==> src/rtl/mem_arbiter.sv <==
// Two-requester round-robin arbiter in front of a single-port synchronous RAM.
//
// Each transaction runs IDLE -> ACCESS (-> RETURN for reads) -> IDLE. The winner's
// command is latched in IDLE, so requesters may change their inputs once acked.
//
// Ports:
//   clock, reset           single clock, asynchronous active-high reset
//   rN_req/we/addr/wdata   requester N command, req held until rN_ack
//   rN_ack                 one-cycle pulse when requester N's access hits the RAM
//   rN_rdata/rN_rvalid     requester N read data and its one-cycle valid pulse
//   m_addr/m_data/m_rw     RAM address, write data, write enable
//   m_q                    RAM read data, valid one cycle after the address
//   busy, grant_id         not-idle flag, owner of the current/last transaction
module mem_arbiter #(
    parameter int unsigned AW = 12,
    parameter int unsigned DW = 16
) (
    input  logic          clock,
    input  logic          reset,
    input  logic          r0_req,
    input  logic          r0_we,
    input  logic [AW-1:0] r0_addr,
    input  logic [DW-1:0] r0_wdata,
    output logic          r0_ack,
    output logic [DW-1:0] r0_rdata,
    output logic          r0_rvalid,
    input  logic          r1_req,
    input  logic          r1_we,
    input  logic [AW-1:0] r1_addr,
    input  logic [DW-1:0] r1_wdata,
    output logic          r1_ack,
    output logic [DW-1:0] r1_rdata,
    output logic          r1_rvalid,
    output logic [AW-1:0] m_addr,
    output logic [DW-1:0] m_data,
    output logic          m_rw,
    input  logic [DW-1:0] m_q,
    output logic          busy,
    output logic          grant_id
);

    typedef enum logic [1:0] {StIdle, StAccess, StReturn} state_e;

    state_e        state_q, state_d;
    logic          we_q;
    logic [AW-1:0] addr_q;
    logic [DW-1:0] data_q;
    logic          grant_q;
    logic          last_grant_q;
    logic [DW-1:0] rdata0_q, rdata1_q;
    logic [1:0]    rvalid_q;

    logic          any_req;
    logic          winner;

    // On a tie the requester that did not win last time goes first.
    always_comb begin
        any_req = r0_req | r1_req;
        if (r0_req && r1_req) begin
            winner = ~last_grant_q;
        end else begin
            winner = r1_req;
        end
    end

    // State register
    always_ff @(posedge clock or posedge reset) begin
        if (reset) begin
            state_q <= StIdle;
        end else begin
            state_q <= state_d;
        end
    end

    // Next-state logic
    always_comb begin
        state_d = state_q;
        unique case (state_q)
            StIdle:   if (any_req) state_d = StAccess;
            StAccess: state_d = we_q ? StIdle : StReturn;
            StReturn: state_d = StIdle;
            default:  state_d = StIdle;
        endcase
    end

    // Command latch, read-data capture and rvalid pulse
    always_ff @(posedge clock or posedge reset) begin
        if (reset) begin
            we_q         <= 1'b0;
            addr_q       <= '0;
            data_q       <= '0;
            grant_q      <= 1'b0;
            last_grant_q <= 1'b1;
            rdata0_q     <= '0;
            rdata1_q     <= '0;
            rvalid_q     <= 2'b00;
        end else begin
            rvalid_q <= 2'b00;
            if (state_q == StIdle && any_req) begin
                we_q         <= winner ? r1_we    : r0_we;
                addr_q       <= winner ? r1_addr  : r0_addr;
                data_q       <= winner ? r1_wdata : r0_wdata;
                grant_q      <= winner;
                last_grant_q <= winner;
            end
            // m_q reflects the address presented during ACCESS.
            if (state_q == StReturn) begin
                if (grant_q) begin
                    rdata1_q    <= m_q;
                    rvalid_q[1] <= 1'b1;
                end else begin
                    rdata0_q    <= m_q;
                    rvalid_q[0] <= 1'b1;
                end
            end
        end
    end

    // Outputs decoded from registered state only
    always_comb begin
        m_addr    = addr_q;
        m_data    = data_q;
        m_rw      = (state_q == StAccess) && we_q;
        r0_ack    = (state_q == StAccess) && !grant_q;
        r1_ack    = (state_q == StAccess) && grant_q;
        r0_rdata  = rdata0_q;
        r1_rdata  = rdata1_q;
        r0_rvalid = rvalid_q[0];
        r1_rvalid = rvalid_q[1];
        busy      = (state_q != StIdle);
        grant_id  = grant_q;
    end

endmodule

==> config.mk <==
export PLATFORM = sky130hd
export DESIGN_NAME = mem_arbiter
export DESIGN_NICKNAME = d
export VERILOG_FILES = /design/src/rtl/mem_arbiter.sv
export SDC_FILE = /design/constraint.sdc
export NUM_CORES = 1
export LEC_CHECK = 0
export CAP_MARGIN = 0
export CELL_PAD_IN_SITES_DETAIL_PLACEMENT = 0
export CELL_PAD_IN_SITES_GLOBAL_PLACEMENT = 1
export CORE_MARGIN = 2
export CORE_UTILIZATION = 29
export CTS_CLUSTER_DIAMETER = 40
export DETAILED_ROUTE_END_ITERATION = 10
export GPL_ROUTABILITY_DRIVEN = 0
export HOLD_SLACK_MARGIN = 0.15
export PLACE_DENSITY_LB_ADDON = 0.1
export SYNTH_ARGS = -nofsm -noshare
export SYNTH_HDL_FRONTEND = slang
export SYNTH_SLANG_ARGS = --single-unit
==> constraint.sdc <==
create_clock -name clock -period 1.9 [get_ports clock]
set_input_delay 0.19 -clock clock [delete_from_list [all_inputs] [get_ports clock]]
set_output_delay 0.19 -clock clock [all_outputs]
set_load 0.05 [all_outputs]
### After elaboration in Yosys (flattened, before gate mapping)

Cells that the tools add are included.

| word-level totals | value |
|---|---|
| logic and storage cells | 35 |
| input port bits | 78 |
| register bits | 67 |
| output and inout bits | 67 |

| operators by class | value |
|---|---|
| reductions and logical operators | 10 |
| equal/unequal tests | 3 |
| bitwise operators | 3 |
| multiplexer cells | 10 |

Operators with widths:

| kind | number |
|---|---|
| 2-to-1 mux 16 bit | 1 |
| 2-to-1 mux 12 bit | 1 |
| 2-to-1 mux 2 bit | 3 |
| logical AND 1 bit | 5 |
| 2-to-1 mux 1 bit | 4 |
| case mux 2 bit (2 select lines) | 1 |
| AND reduction 2 bit | 2 |
| == test 2 x 1 -> 1 bit, second input constant | 1 |
| == test 2 bit, second input constant | 1 |
| logical NOT 2 bit | 1 |
| inequality test 2 bit, second input constant | 1 |
| NOT 1 bit | 2 |
| nonzero test 2 bit | 1 |
| logical NOT 1 bit | 1 |
| OR 1 bit | 1 |

### Logic depth before layout (Yosys ltp)

| logic depth | value |
|---|---|
| word-level depth | 3 |
| depth in mapped cells | 4 |
| mapped depth without buffers | 3 |

### Least setup slack after synthesis

No wires, ideal clock.

| path | value |
|---|---|
| path type | reg-to-output |
| start point | register grant_q, in the netlist grant_id |
| end point | output r1_ack |
| path slack | 209 ps |
| cell stages (with the launch flop) | 3 |
| arrival | 1501 ps |
| path buffers | 0 |
| required time | 1710 ps |
| cells stage by stage | dfrtp_1 -> inv_1 -> nor2_1 |

| between the ends | value |
|---|---|
| word-level cells in the longest chain between the ends | 1 |

Ends and longest elaborated chain:

| what | RTL line | source |
|---|---|---|
| start: declaration | 48 | `logic grant_q;` |
| start signal: assignment | 103 | `grant_q <= winner;` |
| logical AND 1 bit | 125 | `r1_ack = (state_q == StAccess) && grant_q;` |
| end: declaration | 31 | `output logic r1_ack,` |

No other way between the ends.

### Worst setup path in the final report

| path | value |
|---|---|
| start point | register data_q[13], in the netlist m_data[13] |
| end point | output m_data[13] |

RTL lines:

| what | RTL line | source |
|---|---|---|
| start: declaration | 47 | `logic [DW-1:0] data_q;` |
| start signal: assignment | 102 | `data_q <= winner ? r1_wdata : r0_wdata;` |
| end: declaration | 35 | `output logic [DW-1:0] m_data,` |

No word-level cell between the ends.

==> impl_metrics.toml <==
[timing]
timing.final.crit_period_ps = 1714
max_slew_margin_pct = 64.33
min_period_over_period_pct = 90.23
final_max_slew_viol_count = 0
hold_violations = 0
tns_ps = 0
rsz0062_at_grt = "false"
finalSetupViolCount = 0
layout_setup_ws_ps = 185.6
clock_skew_ps = 10.21
timing.hold.ws_ps = 176.9
fmax_mhz = 583.3
tightest_slew_ps = 533.3

[die]
die_y_um = 107.5
rows = 37
initial_utilization_pct = 29.93
die_w_um = 107.5
core_um2 = 10370
dieArea_um2 = 11550
pin_count = 145

[synth]
synthMuxAreaShare_pct = 39.42
ys_seq_area_share_pct = 54.05
ys_types = 18
yosys.area_share.adder_pct = 0
syn_inst = 183
netlist_area_um2 = 3104
synth_xor_area_share_pct = 0
synth_top_family_by_area = "multiplexers"
synth_nets = 261
synthSimpleGateAreaFrac_pct = 2.418
synth_compound_area_share_pct = 0.9270
synth_area_per_cell_um2 = 16.96
yosys_warnings = 0
ys_ff_latch = 67

[clocking]
worstSkewPairLatency_ps = 340
clockBufferDepth = 2
holdBufCountCts = 0
numClockSinks = 67
path_clk_slew_ps = 80
cts_resized = 0
htree_levels = 3
cts_root_buffer = "clkbuf_8"
cts_tree = "yes"
cts_made_buffers = 9
cts_setup_buffers = 0

[placed_design]
dp_hpwl_um = 5109
place_ws_ps = 90.09
port_buffers = 144

[route]
via_count = 2008
first_iter_violations = 32
via_per_inst = 4.192
drcViolationCount = 0
ant_nets = 0
avgRoutedWirePerCell_um = 14.54
drt_first_pass_iters = 2
wirelength_um = 6966

[status]
status = "completed"

[cells_and_area]
antenna_cells = 0
fin_nets = 416
ff_latch_area_um2 = 1678
multi_input_area_um2 = 1328
layout_common_cells = "clkdlybuf4s50_1 (139), dfrtp_1 (66), mux2_4 (54), mux2_2 (29), clkbuf_8 (11)"
fillers = 936
layout.cells.most_common = "clkdlybuf4s50_1"
area_growth_pct = 60.50
post-route-util_pct = 48.05
drive_above_1_share_pct = 34.40

[critical_path]
reg2reg_slack_ps = 280
crit_family = "buffers and inverters"
cp.arrival_ps = 1520
critPathSlowestCell = "clkdlybuf4s50_1"
start_kind = "register"
cp_cell_sequence = "clkdlybuf4s50_1"
slowest_delay_ps = 830
r2r_end = "m_addr[9]"
cp_max_fo = 2
worst_setup_path_end_kind = "primary output"
reg2reg_depth = 4
r2r-start = "last_grant_q"
cp_num_buf_inv = 1
crit_type = "register to primary output"
required_ps = 1710

[flow_run]
drv_cap = 0

[power_and_ir_drop]
ir_drop_mv = 0.9311
p_leak_nw = 2.206
powerDensity_nw_per_um2 = 2012

[global_routing]
grt_pass1_wl_um = 10900
grt_pass1_vias = 2148
grt_max_degree = 28
antenna_found_initial = 0
gr-total-overflow = 0
track_usage_pct = 12.42

[worst_hold_path]
hold_path.class = "input port to async pin"
cell type report:
class / count / area share [%]
multi-input combinational: 104 / 26.64
timing repair buffer: 152 / 31.24
tap: 136 / 3.415
inverter: 4 / 0.3014
clock inverter: 5 / 1.683
sequential: 67 / 33.68
clock buffer: 11 / 3.039
cells in the mapped netlist:
master	count	area share (%)
dfrtp_1	66	53
nor2_4	1	0.36
inv_1	4	0.48
dfstp_2	1	0.85
or2_4	1	0.28
buf_6	7	2.5
mux2_1	5	1.8
mux2i_1	3	0.97
a21bo_4	1	0.52
buf_2	1	0.16
o31ai_1	1	0.24
mux2_4	54	26
mux2_2	29	11
nand2b_1	1	0.20
o21ai_0	1	0.16
nor3b_4	1	0.60
nor2_1	5	0.60
nand3b_2	1	0.36
how the worst max path moves through the flow:
stage | endpoint | cells after the start | from
global route | m_data[13] | 1 | m_data[13]
detailed placement | m_addr[3] | 5 | r0_req
floorplan | grant_id | 1 | reset
finish | m_data[13] | 1 | m_data[13]
global placement | m_addr[2] | 5 | r1_req
CTS | grant_id | 1 | grant_id
per-stage QoR:
stage | total power [W] | cells | instance area [um^2]
3_5_place_dp | 0.008731 | 463 | 4745
5_1_grt | 0.01050 | 479 | 4982
3_3_place_gp | 0.008712 | 463 | 4745
6_report | 0.01002 | 479 | 4982
4_1_cts | 0.01015 | 479 | 4980
2_1_floorplan | 0.006778 | 183 | 3104
flip-flops by register name, summed over array words and instances, names as in the netlist:
signal	cells
m_addr	12
m_data	16
r0_rdata	16
last_grant_q	1
rvalid_q	2
r1_rdata	16
we_q	1
state_q	2
grant_id	1
cell families after synthesis:
kind of cell / after synthesis
mux: 91
flops: 67
compound gates: 3
simple gates: 10
buf+inv: 12
power breakdown:
| part | switching, W | internal (W) |
|---|---|---|
| Sequential | 0.000410 | 0.00216 |
| Combinational | 0.00356 | 0.00252 |
| Clock | 0.000563 | 0.000816 |
| Total | 0.00453 | 0.00549 |
layer usage:
layer,track usage [%],part of all wire (%),up-vias
met5,0,0,-
met4,5.220,1.8,0
met3,4.843,9.3,12
met2,18.08,44,83
met1,16.42,45,955
li1,-,-,958
Power figures use the tool's default switching activity.
